==> src/rtl/int_vec_arbiter.sv <==
// Prioritised interrupt vector arbiter with nesting and an APB config port.
// Ranks pending sources, presents one vector via irq/ack, tracks in-service.
module int_vec_arbiter #(
    parameter int          N_SRC = 8,
    parameter logic [19:0] BASE  = 20'ha0010
) (
    input  logic             clk,
    input  logic             rst,
    input  logic             apb_psel,
    input  logic [19:0]      apb_paddr,
    input  logic             apb_pwrite,
    input  logic             apb_penable,
    input  logic [7:0]       apb_pwdata,
    output logic [7:0]       apb_prdata,
    output logic             apb_ack,
    input  logic [N_SRC-1:0] int_pend,
    output logic             cpu_irq,
    output logic [2:0]       cpu_vec,
    input  logic             cpu_ack,
    input  logic             cpu_eoi
);

    typedef enum logic [1:0] {IDLE, ARB, REQ} state_t;

    state_t             state_q, state_d;
    logic [7:0]         prio_lo_q, prio_lo_d;
    logic [7:0]         prio_hi_q, prio_hi_d;
    logic               en_q, en_d;
    logic [N_SRC-1:0]   pend_q, pend_d;
    logic [N_SRC-1:0]   isr_q, isr_d;
    logic [2:0]         win_q, win_d;
    logic [2:0]         vec_q, vec_d;
    logic               irq_q, irq_d;

    logic                  we;
    logic [19:0]           off;
    logic [N_SRC-1:0][1:0] prio;
    logic                  isr_any;
    logic [1:0]            cur_prio;
    logic [N_SRC-1:0]      elig;
    logic                  any_elig;
    logic [2:0]            win_idx;
    logic [1:0]            win_prio;
    logic [2:0]            eoi_idx;
    logic [1:0]            eoi_prio;
    logic [N_SRC-1:0]      eoi_mask;
    logic [N_SRC-1:0]      ack_mask;

    assign we      = apb_psel & apb_penable & apb_pwrite;
    assign off     = apb_paddr - BASE;
    assign prio    = {prio_hi_q, prio_lo_q};
    assign apb_ack = 1'b1;
    assign cpu_irq = irq_q;
    assign cpu_vec = vec_q;

    // Ranking: current in-service level, eligibility, winner and eoi target
    always_comb begin
        isr_any  = |isr_q;
        cur_prio = '0;
        for (int i = 0; i < N_SRC; i++) begin
            if (isr_q[i] && prio[i] > cur_prio) cur_prio = prio[i];
        end
        elig = '0;
        for (int i = 0; i < N_SRC; i++) begin
            elig[i] = en_q & pend_q[i] & ~isr_q[i]
                    & (~isr_any | (prio[i] > cur_prio));
        end
        any_elig = |elig;
        // Descending scan with >= lets the lowest index win ties
        win_idx  = '0;
        win_prio = '0;
        eoi_idx  = '0;
        eoi_prio = '0;
        for (int i = N_SRC - 1; i >= 0; i--) begin
            if (elig[i] && prio[i] >= win_prio) begin
                win_prio = prio[i];
                win_idx  = 3'(i);
            end
            if (isr_q[i] && prio[i] >= eoi_prio) begin
                eoi_prio = prio[i];
                eoi_idx  = 3'(i);
            end
        end
        eoi_mask = (cpu_eoi && isr_any) ? (N_SRC'(1) << eoi_idx) : '0;
    end

    // Register file writes and pending-level sampling
    always_comb begin
        prio_lo_d = prio_lo_q;
        prio_hi_d = prio_hi_q;
        en_d      = en_q;
        pend_d    = int_pend;
        if (we) begin
            case (off)
                20'd0:   prio_lo_d = apb_pwdata;
                20'd1:   prio_hi_d = apb_pwdata;
                20'd2:   en_d      = apb_pwdata[0];
                default: ;
            endcase
        end
    end

    // Handshake FSM; eoi applies to the pre-ack isr, then the ack bit is set
    always_comb begin
        state_d  = state_q;
        win_d    = win_q;
        vec_d    = vec_q;
        irq_d    = irq_q;
        ack_mask = '0;
        unique case (state_q)
            IDLE: begin
                if (any_elig) begin
                    win_d   = win_idx;
                    state_d = ARB;
                end
            end
            ARB: begin
                state_d = REQ;
                irq_d   = 1'b1;
                vec_d   = win_q;
            end
            REQ: begin
                if (cpu_ack) begin
                    ack_mask = N_SRC'(1) << win_q;
                    irq_d    = 1'b0;
                    state_d  = IDLE;
                end else if (!pend_q[win_q] || !en_q) begin
                    irq_d   = 1'b0;
                    state_d = IDLE;
                end
            end
            default: begin
                irq_d   = 1'b0;
                state_d = IDLE;
            end
        endcase
        isr_d = (isr_q & ~eoi_mask) | ack_mask;
    end

    // APB read mux, no side effects
    always_comb begin
        apb_prdata = '0;
        case (off)
            20'd0:   apb_prdata = prio_lo_q;
            20'd1:   apb_prdata = prio_hi_q;
            20'd2:   apb_prdata = {7'b0, en_q};
            20'd3:   apb_prdata = {irq_q, 4'b0, vec_q};
            20'd4:   apb_prdata = isr_q;
            default: apb_prdata = '0;
        endcase
    end

    // State registers with synchronous reset
    always_ff @(posedge clk) begin
        if (rst) begin
            state_q   <= IDLE;
            prio_lo_q <= '0;
            prio_hi_q <= '0;
            en_q      <= 1'b0;
            pend_q    <= '0;
            isr_q     <= '0;
            win_q     <= '0;
            vec_q     <= '0;
            irq_q     <= 1'b0;
        end else begin
            state_q   <= state_d;
            prio_lo_q <= prio_lo_d;
            prio_hi_q <= prio_hi_d;
            en_q      <= en_d;
            pend_q    <= pend_d;
            isr_q     <= isr_d;
            win_q     <= win_d;
            vec_q     <= vec_d;
            irq_q     <= irq_d;
        end
    end

endmodule
==> config.mk <==
export PLATFORM = sky130hd
export DESIGN_NAME = int_vec_arbiter
export DESIGN_NICKNAME = d
export VERILOG_FILES = /design/src/rtl/int_vec_arbiter.sv
export SDC_FILE = /design/constraint.sdc
export NUM_CORES = 1
export LEC_CHECK = 0
export BUFFER_PORTS_ARGS = -buffer_cell sky130_fd_sc_hd__buf_4
export CORE_UTILIZATION = 50
export CTS_BUF_LIST = sky130_fd_sc_hd__clkbuf_4 sky130_fd_sc_hd__clkbuf_8
export DETAILED_ROUTE_END_ITERATION = 10
export PLACE_DENSITY = 0.8
export SLEW_MARGIN = 25
export SYNTH_ARGS = -nofsm -noshare
export SYNTH_HDL_FRONTEND = slang
export SYNTH_SLANG_ARGS = --single-unit
==> constraint.sdc <==
create_clock -name clk -period 20.3 [get_ports clk]
set_clock_uncertainty 0.2 [all_clocks]
set_input_delay 3.045 -clock clk [delete_from_list [all_inputs] [get_ports clk]]
set_output_delay 3.045 -clock clk [all_outputs]
set_load 0.005 [all_outputs]
# [Word-level counts from Yosys, hierarchy flattened]
# Cells that the tools add are included.
[word_totals] ff_bits=42 input_bits=43 output_inout_bits=13 elab_cells=188
[op_classes] addsub=1 order_cmp=32 n_eq_ne=8 shift=2 n_mux=51 n_bitwise=47 n_reduce_logical=38
[ops] operator="$mux 2" n=25
[ops] operator="$mux 3" n=16
[ops] operator="$eq 20x2->1 const B" n=2
[ops] operator="$pmux 8 s5" n=1
[ops] operator="$gt 2x2->1" n=15
[ops] operator="$ge 2x2->1" n=14
[ops] operator="$and 1x1->1" n=26
[ops] operator="$logic_and 1x1->1" n=25
[ops] operator="$mux 8" n=3
[ops] operator="$eq 20x1->1 const B" n=1
[ops] operator="$eq 20x3->1 const B" n=1
[ops] operator="$logic_not 20->1" n=1
[ops] operator="$sub 20x20->20 const B" n=1
[ops] operator="$reduce_or 8->1" n=2
[ops] operator="$shl 1x3->8 const A" n=2
[ops] operator="$reduce_and 2->1" n=6
[ops] operator="$not 1->1" n=10
[ops] operator="$and 8x8->8" n=1
[ops] operator="$not 8->8" n=1
[ops] operator="$or 1x1->1" n=8
[ops] operator="$or 8x8->8" n=1
[ops] operator="$pmux 2 s3" n=1
[ops] operator="$lt 3x4->1 const B" n=1
[ops] operator="$bmux 1 s3" n=1
[ops] operator="other kinds (11)" n=14

# [Depth between registers and ports, before layout]
# Gate-level depths: netlist (run 1).
[logic_depth] depth_word=50 mapped_depth=85 ltp_nobuf=84

# [Worst setup path before layout (run 1)]
# OpenSTA, ideal clock, no wires.
[synth_path] path_kind="reg-to-reg" startpoint="register prio_lo_q[1]" endpoint="register win_q[0]" setup_ps=87 t_arrival_ps=15015 slack_ps=4998 path_stages_with_launch=85 period_less_slack_ps=15302 cell_sequence="dfxtp_1 -> nand2_1 -> ha_1 -> a21boi_0 -> o21a_1 -> mux2_2 -> ha_1 -> nor3_1 -> o211ai_1 -> a32oi_1 -> inv_1 -> ha_1 -> o21ai_0 -> a21o_1 -> a32o_1 -> inv_1 -> ha_1 -> nor3_1 -> (+49 left out) -> nand2_1 -> nand2_1 -> a311oi_2 -> a21o_1 -> o21ai_0 -> ha_1 -> inv_1 -> a21boi_0 -> o21ai_0 -> inv_1 -> o31ai_1 -> ha_1 -> nand2b_1 -> a21oi_1 -> nor2_1 -> or3_1 -> o2bb2a_1 -> o31ai_1"
[synth_between] elab_chain_len=50 elab_cells_between_ends=80 cone_classes="23 x order compare; 23 x mux; 16 x bitwise; 18 x reduce/logical"
[synth_rtl] item="start: declaration" line_no="26" rtl="logic [7:0] prio_lo_q, prio_lo_d;"
[synth_rtl] item="start signal: assignment" line_no="167" rtl="prio_lo_q <= prio_lo_d;"
[synth_rtl] item="$gt 2x1->1" line_no="61" rtl="if (isr_q[i] && prio[i] > cur_prio) cur_prio = prio[i];"
[synth_rtl] item="$logic_and 1x1->1" line_no="61"
[synth_rtl] item="$mux 2" line_no="61"
[synth_rtl] item="$gt 2x2->1" line_no="61"
[synth_rtl] item="$logic_and 1x1->1" line_no="61"
[synth_rtl] item="$mux 2" line_no="61"
[synth_rtl] item="$gt 2x2->1" line_no="61"
[synth_rtl] item="$logic_and 1x1->1" line_no="61"
[synth_rtl] item="(+34 left out)"
[synth_rtl] item="$logic_and 1x1->1" line_no="75" rtl="if (elig[i] && prio[i] >= win_prio) begin"
[synth_rtl] item="$mux 2" line_no="75"
[synth_rtl] item="$ge 2x2->1" line_no="75"
[synth_rtl] item="$logic_and 1x1->1" line_no="75"
[synth_rtl] item="$mux 2" line_no="75"
[synth_rtl] item="$ge 2x2->1" line_no="75"
[synth_rtl] item="$logic_and 1x1->1" line_no="75"
[synth_rtl] item="$mux 3" line_no="75"
[synth_rtl] item="end signal: assignment" line_no="172" rtl="win_q <= win_d;"
[synth_rtl] item="end: declaration" line_no="31" rtl="logic [2:0] win_q, win_d;"
# Parallel ways exist; a longest one is shown, timed or not.
# A chain may end at the register's enable or synchronous reset.

# [Final worst setup path (run 1)]
# Same ends and word-level chain as after synthesis.

==> results.md, run 1 <==
- The standard cell core area is between 7000 and 8000 um^2.
- The area growth from synthesis to final layout is 13.99%.
- The number of global-route vias before repair was around 3.8k.
- After Yosys synthesis, XOR and XNOR cells account for 0% of the synthesized area.
- The number of levels in the clock H-tree is 2.
- The cell area power density is ~37 nW/um^2.
- The violation count after the first detailed-route iteration is 341.
- STA classifies the critical path endpoint as a flip-flop.
- The total power is approximately 0.00017 W.
- Summing the areas of all compound-gate instances in the mapped netlist gives a little over a fifth of the synthesized area.
- The most area-hungry cell type in the Yosys netlist is sky130_fd_sc_hd__dfxtp_1.
- The via density per instance is 6.266.
- The clock transition at the register clock pins on the worst setup and hold paths after CTS is approximately 100 ps.
- The source of the worst hold timing path is state_q[1]$_SDFFE_PP0P_.
- The sort of element at the start of the critical path is a flip-flop.
- Setup repair after global routing left no endpoint under its margin.
- Along the worst path, the maximum fanout reaches 8.
- The share of async-settable or async-resettable flops after synthesis is 0%.
- In the synthesized netlist, the cells that appear most often are 73 x sky130_fd_sc_hd__nor2_1, 42 x sky130_fd_sc_hd__dfxtp_1, 40 x sky130_fd_sc_hd__ha_1.
- The highest ir drop seen on vdd is 0.00003142 V.
- The wire length of the first global-routing pass is around 19000 um.
- The final critical-path required period is ~17000 ps.
- The transition time of the tightest slew-check pin is around 670 ps.
- Along the worst hold path, the cell count comes to 3.
- Of the total synthesized cell area, the portion taken by AND, OR, NAND and NOR gates is between 20 and 30%.
- The TritonCTS clock tree is done.
- For this block, the routed nets add up to ~11000 um of wire.
- The cell area after synthesis is 3935 um^2.
- The worst register-to-register path has a depth of 82.
- The initial antenna violation count is 1.
- The worst register-to-register path has a setup slack of 2870 ps.
- Synthesis inferred 42 register bits.
- Buffers added to address setup during post-CTS repair amount to 0.
- The synthesized netlist devotes about 13% of its cell area to adder and majority cells.
- The count of endpoints failing hold in the final timing report is 0.
- The min-delay analysis places its worst path in the category flip-flop to flip-flop.
- Entering global routing, the biggest net connects between 40 and 50 pins.
- The distinct cell type count after synthesis is 68.
- The combined global-route utilization of all metal layers is ~28%.
- On the critical path, the stage with the largest delay is an instance of sky130_fd_sc_hd__or4_1.
- The number of max-slew violations in the final report is 0.
- For this design the static power due to leakage is 2.015 nW.
- The detail route stage leaves a number of antenna-violating nets equal to 0.
- Counting every net in the synthesized netlist gives 587.
- Of the post-synthesis cell area, the part taken by muxes is between 10% and 20%.
- At the end of routability-driven placement, the weighted congestion stood at around 0.88.
- The critical path starts at prio_lo_q[1]$_SDFFE_PP0P_.
- The number of top-level design ports is 56.
- The residual DRC count is 0.
- The initial standard-cell utilization of the core is approximately 53%.
- After clock tree synthesis, the repair step resized 0 gates.
- The die boundary height is 90.72 um.
- In this run the critical register-to-register path is launched from prio_lo_q[1]$_SDFFE_PP0P_.
- At the later pin of the worst-skew pair, clock insertion delay measures approximately 310 ps.
- The longest clock path from root to sink contains 2 buffers.
- The die covers 8229 um^2.
- The predominant post-synthesis flop cell is sky130_fd_sc_hd__dfxtp_1.
- The detailed-route wire length per cell is 17.59 um.
- By startpoint and endpoint, the worst setup path is classified as flip-flop to flip-flop.
- The clock drives between 40 and 50 sinks.
- The pre-CTS setup slack is slightly above 3000 ps.
- The cell at the root of the clock tree is sky130_fd_sc_hd__clkbuf_8.
- Yosys instantiated no cell more often than sky130_fd_sc_hd__nor2_1.
- In this run the mean area of a mapped cell was ~7.8 um^2.
- The layout has 695 filler cells.
- The maximum clock rate is approximately 0.057 GHz.
- The number of vias in the routed layout is just over 4k.
- Setup slack on the critical path of the routed design comes to between 2000 and 3000 ps.
- The number of enable flip-flop cells after synthesis is 0.
- The post-DP HPWL is between 8000 and 9000 um.
- The cell seen most often among critical-path stages is sky130_fd_sc_hd__ha_1.
- The pre-antenna-repair detailed-routing pass consisted of 6 iterations.
- Max-cap violations in this run came to 0.
- The initialized floorplan defines 31 standard-cell rows.
- The run finished with clean final reports.
- Synthesis produced a netlist whose cell count is 504.
- The sum of overflow across all layers after global routing is 0.
- In the post-synthesis netlist, the biggest area contributors are sky130_fd_sc_hd__dfxtp_1 21%, sky130_fd_sc_hd__ha_1 13%, sky130_fd_sc_hd__mux2i_1 8.1%, sky130_fd_sc_hd__nor2_1 7.0%, sky130_fd_sc_hd__a21oi_1 4.6%.
- The portion of synthesized cell area occupied by the leading cell type is between 20% and 30%.
- The number of diodes added for antenna fixing is 0.
- During placement, the flow inserted port buffers numbering 54.
- STA puts the critical path data required time at 20330 ps.
- In the finished design, the share of the clock period the worst path needs comes to 85.87%.
- The count of hold buffers inserted by post-cts repair is 0.
- Setup violations remaining at the end of the flow were counted as 0.
- In this run the horizontal extent of the chip is 90.72 um.
- The main combinational cell family by area after synthesis is simple AND/OR/NAND/NOR gates.
- The arrival time reported for the critical path endpoint is 17460 ps.
- The Yosys warning count is 0.
- The normalized max-slew margin is around 55%.
- At the end of the flow, the number of nets in the layout was between 600 and 700.
- The total negative setup slack is 0 ps.
- The post-synthesis sequential area ratio is 21.37%.
- The post-route netlist has between 10% and 20% of its cells at a drive strength greater than 1.
- The delay of the slowest cell on the worst path is about 640 ps.
- The number of clock buffers added by TritonCTS is 5.
## worst paths after layout
path | to
max | win_q[0]$_SDFFE_PP0P_
min reg2reg | cpu_irq$_SDFFE_PP0P_
max reg2reg | win_q[0]$_SDFFE_PP0P_
min | cpu_irq$_SDFFE_PP0P_
## sequential cells by signal, indices dropped and copies added (netlist names)
name / count
cpu_irq: 1
en_q: 1
cpu_vec: 3
win_q: 3
prio_hi_q: 8
state_q: 2
prio_lo_q: 8
pend_q: 8
isr_q: 8
## worst max-delay path, delay by kind of cell, from the launching register on
family | cells | cell delay (ps)
adder cells (fa/ha/maj) | 16 | 4430
buffers and inverters | 5 | 390
AND/OR/NAND/NOR | 23 | 4030
multiplexers | 3 | 780
flip-flops | 1 | 560
AO/OA/AOI/OAI | 35 | 6980
## power breakdown
part | total (W) | internal (W) | switching [W]
clock | 0.0000698 | 0.0000381 | 0.0000317
combinational | 0.0000116 | 0.00000690 | 0.00000470
sequential | 0.0000837 | 0.0000832 | 0.000000525
total | 0.000165 | 0.000128 | 0.0000369
## layer usage
layer,global-route usage (%),vias to the layer above,wire length [um]
li1,-,1912,-
met1,35.20,1871,4856
met2,45.14,210,5042
met3,7.323,40,1043
met4,11.42,2,375
met5,0,-,12
## cells in the final DEF, fill, tap and decap left out, types with 3 or more instances in the layout
master,count
sky130_fd_sc_hd__o31a_1,3
sky130_fd_sc_hd__nor2b_1,25
sky130_fd_sc_hd__clkbuf_8,5
sky130_fd_sc_hd__nor2_1,73
sky130_fd_sc_hd__nand2_1,29
sky130_fd_sc_hd__dfxtp_1,42
sky130_fd_sc_hd__a22oi_1,5
sky130_fd_sc_hd__nor4_1,3
sky130_fd_sc_hd__and2_1,5
sky130_fd_sc_hd__a21oi_1,36
sky130_fd_sc_hd__mux2_2,12
sky130_fd_sc_hd__nand3b_1,5
sky130_fd_sc_hd__a21o_1,6
sky130_fd_sc_hd__ha_1,40
sky130_fd_sc_hd__and3b_1,4
sky130_fd_sc_hd__or3_1,5
sky130_fd_sc_hd__nor3_1,15
sky130_fd_sc_hd__o2111a_1,3
sky130_fd_sc_hd__or4_1,3
sky130_fd_sc_hd__nand2b_1,16
sky130_fd_sc_hd__nor3b_1,3
sky130_fd_sc_hd__nand3_1,12
sky130_fd_sc_hd__inv_1,24
sky130_fd_sc_hd__mux2i_1,32
sky130_fd_sc_hd__o211ai_1,6
sky130_fd_sc_hd__or2_2,4
sky130_fd_sc_hd__o21ai_0,21
sky130_fd_sc_hd__buf_4,55
## metrics by stage
step                      hold WS [ps]  utilization, %  instance area, um^2  instances
after CTS                        345.4           60.23                 4486        644
after global routing             380.6           60.23                 4486        644
after detailed placement         340.8           58.70                 4372        636
final                            342.9           60.23                 4486        644
after global placement           331.2           58.70                 4372        636
after floorplan                  285.8               -                 3935        504
## final cells by class
type                            instances  area, um^2  share of cell area [%]
Clock inverter                          2       37.54                  0.8368
Multi-Input combinational cell        416        2904                   64.74
Clock buffer                            6       76.32                   1.702
Inverter                               24       90.09                   2.008
Sequential cell                        42       840.8                   18.74
Tap cell                               99       123.9                   2.762
Timing Repair Buffer                   55       412.9                   9.205
## cells by family (layout without fill, tap and decap cells)
| kind of cell | Yosys count | in the layout |
|---|---|---|
| compound gates | 118 | 118 |
| mux | 46 | 46 |
| fa+ha+maj | 41 | 41 |
| flops | 42 | 42 |
| other cells | 1 | 1 |
| buf+inv | 46 | 87 |
| simple gates | 210 | 210 |
Power figures use the tool's default switching activity.
==> run 2, diff against run 1 <==
--- a/config.mk
+++ b/config.mk
@@ -9,6 +9,7 @@
 export CORE_UTILIZATION = 50
 export CTS_BUF_LIST = sky130_fd_sc_hd__clkbuf_4 sky130_fd_sc_hd__clkbuf_8
 export DETAILED_ROUTE_END_ITERATION = 10
+export GPL_TIMING_DRIVEN = 0
 export PLACE_DENSITY = 0.8
 export SLEW_MARGIN = 25
 export SYNTH_ARGS = -nofsm -noshare
==> run 2 against run 1 <==
Against the previous run:
- power shrank 8.2%
- maximum frequency shrank 2.7%
- worst setup slack lost 480 ps
- global-route usage grew 0.60 points
- largest cell class unchanged
- hold slack lost 3.1 ps
- via count grew 3.0%
- combinational power grew 6%
- sequential power is essentially flat
- first-iteration DRC count grew 16%
- non-clock buffer count grew 21
- sequential share of layout area shrank 0.30 points
- utilization grew 0.99 points
==> results.md, run 2 (same netlist as run 1, synthesis figures left out) <==
- The total die area was 8229 um^2 (unchanged).
- The number of buffers added by the clock tree synthesis step came to 5 (unchanged).
- The power share of the clock group was 36.6% (-5.7 points).
- The final critical-path required period is 17910 ps (+475.3 ps).
- The post-DP HPWL is 9219 um (+3.7%).
- The number of input and output port buffers inserted came to 54 (unchanged).
- The standard cell core area is 7447 um^2 (unchanged).
- The number of instances in the placed design is 657 (+3.3%).
- The post-cts sizing count is 0 (unchanged).
- The area growth from synthesis to layout is 15.87%.
- Leaving out fill and tap cells, the most frequent cell in the layout is sky130_fd_sc_hd__nor2_1.
- The part of the power in combinational logic is 8.1% (+1.1 points).
- For this design, the slowest cell found on the critical path is sky130_fd_sc_hd__dfxtp_1.
- The count of hold buffers inserted by post-cts repair is 0 (unchanged).
- The number of post-CTS setup repair buffers is 0 (unchanged).
- The final antenna-violating net count is 0 (unchanged).
- The cell-internal power is 0.0001177 W (-8.1%).
- The final estimated routing congestion in global placement is 0.9794 (+12%).
- The number of top-level design ports is 56 (unchanged).
- The total wire length is 11500 um (+1.5%).
- The worst setup path category is flip-flop to flip-flop.
- The cell at the root of the clock tree is sky130_fd_sc_hd__clkbuf_8.
- The sequential group share of total power is 55.3% (+4.6 points).
- The number of max-slew violations in the final report came to 0 (unchanged).
- The number of core rows is 31 (unchanged).
- The wire length of the first global-routing pass is 19130 um (+2.9%).
- The total negative setup slack was 0 ps (unchanged).
- The clock transition at the register clock pins on the worst setup and hold paths after CTS was 80 ps (-20 ps).
- The number of vias in the routed layout is 4155 (+3.0%).
- The worst hold path belongs to the class flip-flop to flip-flop.
- The via density per instance is 6.248 (-0.28%).
- The count of final setup violators is 0 (unchanged).
- The proportion of layout cells with a drive suffix above 1 is 16.61% (+0.46 points).
- The number of detailed-routing iterations run before antenna repair was 6 (unchanged).
- The cell area power density is 33.25 nW/um^2 (-9.7%).
- The number of sinks on the clock net is 42 (unchanged).
- The register cell area after layout came to 840.8 um^2 (unchanged).
- The total of fill cells in the finished design came to 661 (-4.9%).
- The cell seen most often among critical-path stages is sky130_fd_sc_hd__ha_1.
- The period utilization is 88.22% (+2.3 points).
- The delay of the slowest cell on the worst path came to 510 ps (-130 ps).
- In the layout the commonest cells are 73 x sky130_fd_sc_hd__nor2_1, 55 x sky130_fd_sc_hd__buf_4, 42 x sky130_fd_sc_hd__dfxtp_1.
- The number of levels in the clock H-tree came to 2 (unchanged).
- The TritonCTS clock tree is done.
- The net switching power of the design came to 0.00003385 W (-8.4%).
- The die boundary height is 90.72 um (unchanged).
- The final worst slack is 2392 ps (-475.3 ps).
- The sum of overflow across all layers after global routing is 0 (unchanged).
- The area of the multi-input gates is 2904 um^2 (unchanged).
- The static leakage came to 2.053 nW (+1.9%).
- The filler-free cell count of the finished design is 665 (+3.3%).
- The pre-CTS setup slack was 2726 ps (-350.2 ps).
- The detailed-route wire length per cell was 17.29 um (-1.7%).
- The maximum count of clock buffers along a single path is 2 (unchanged).
- The violation count after the first detailed-route iteration came to 397 (+16%).
- The tightest hold margin came to 339.9 ps (-3.076 ps).
- The number of diodes added for antenna fixing is 0 (unchanged).
- The clock latency at the later pin of the worst-skew pair was 300 ps (about the same).
- The count of endpoints failing hold in the final timing report is 0 (unchanged).
- The combined global-route utilization of all metal layers is 28.60% (+0.60 points).
- The transition time of the tightest slew-check pin is 784.3 ps (+115.3 ps).
- The highest ir drop seen on vdd came to 0.00003795 V (+21%).
- The normalized max-slew margin is 47.48% (-7.7 points).
- The required time of the worst setup path is 20300 ps (-30 ps).
- The arrival time reported for the critical path endpoint is 17910 ps (+450 ps).
- The sort of element at the start of the critical path is a flip-flop.
- The maximum clock rate is 0.05584 GHz (-2.7%).
- The number of global-route vias before repair is 4004 (+5.1%).
- The initial standard-cell utilization of the core came to 52.84% (unchanged).
- The max-cap violation count is 0 (unchanged).
- The final net count is 648 (+3.3%).
- The flow ran to the end, and the final reports show no timing, DRC or antenna violations.
- The initial antenna violation count came to 0 (-1).
- The endpoint type of the worst setup path is a flip-flop.
- The residual DRC count is 0 (unchanged).
- The overall die width is 90.72 um (unchanged).
- The maximum number of pins on one net before global-route repair is 14 (-67%).
- The switching part of the total is 22.33% (-0.039 points).
- Setup repair after global routing left no endpoint under its margin.
- The top fanout value on the critical path is 8 (unchanged).
-- run 2: cell count changes in the layout (fill, tap and decap cells not counted), sizes merged --
cell,previous run,this run
buf,55,62
bufinv,1,0
clkbuf,6,20
clkinv,0,1
-- run 2: area by class of cell --
cell class              instances  area share [%]
clock buffers                   6           1.811
plain buffers                  22           2.195
flip-flops and latches         42           18.44
well taps                      99           2.717
multi-input cells             416           63.69
repair buffers                 54           8.891
clock inverters                 2          0.2744
inverters                      24           1.976
-- run 2: routing by layer --
layer | routed length (um) | GRT usage [%]
met1 | 4850 | 35.46
met4 | 361 | 13.17
met2 | 5283 | 47.54
met3 | 1003 | 5.471
met5 | 0 | 0
-- run 2: worst paths after layout --
check                            start                      end  slack [ps]  depth (start not counted)
max          prio_lo_q[1]$_SDFFE_PP0P_    win_q[0]$_SDFFE_PP0P_        2390                         83
min            cpu_vec[0]$_SDFFE_PP0P_  cpu_vec[0]$_SDFFE_PP0P_         340                          2
max reg2reg  prio_lo_q[1]$_SDFFE_PP0P_    win_q[0]$_SDFFE_PP0P_        2390                         83
min reg2reg    cpu_vec[0]$_SDFFE_PP0P_  cpu_vec[0]$_SDFFE_PP0P_         340                          2
-- run 2: power groups by stage --
stage	registers, W	clock network [W]	logic, W
after global placement	0.0000856	0	0.0000119
after global routing	0.0000838	0.0000605	0.0000132
final	0.0000838	0.0000555	0.0000123
after detailed placement	0.0000857	0	0.0000122
after floorplan	0.0000853	0	0.00000421
after CTS	0.0000837	0.0000559	0.0000123
-- run 2: critical path, delay by kind of cell, from the launching register on --
kind | cells | cell delay (ps)
buffers and inverters | 6 | 580
muxes | 3 | 760
adders and majority gates | 16 | 4540
and+or+nand+nor | 23 | 3940
DFF | 1 | 510
AOI/OAI and AO/OA | 35 | 7260
-- run 2: metrics by stage --
step           util, %  cell area, um^2   power (W)
2_1_floorplan        -             3935  0.00008955
3_3_place_gp     59.95             4464  0.00009753
3_5_place_dp     59.95             4464  0.00009787
4_1_cts          61.22             4559   0.0001519
5_1_grt          61.22             4559   0.0001575
6_report         61.22             4559   0.0001516
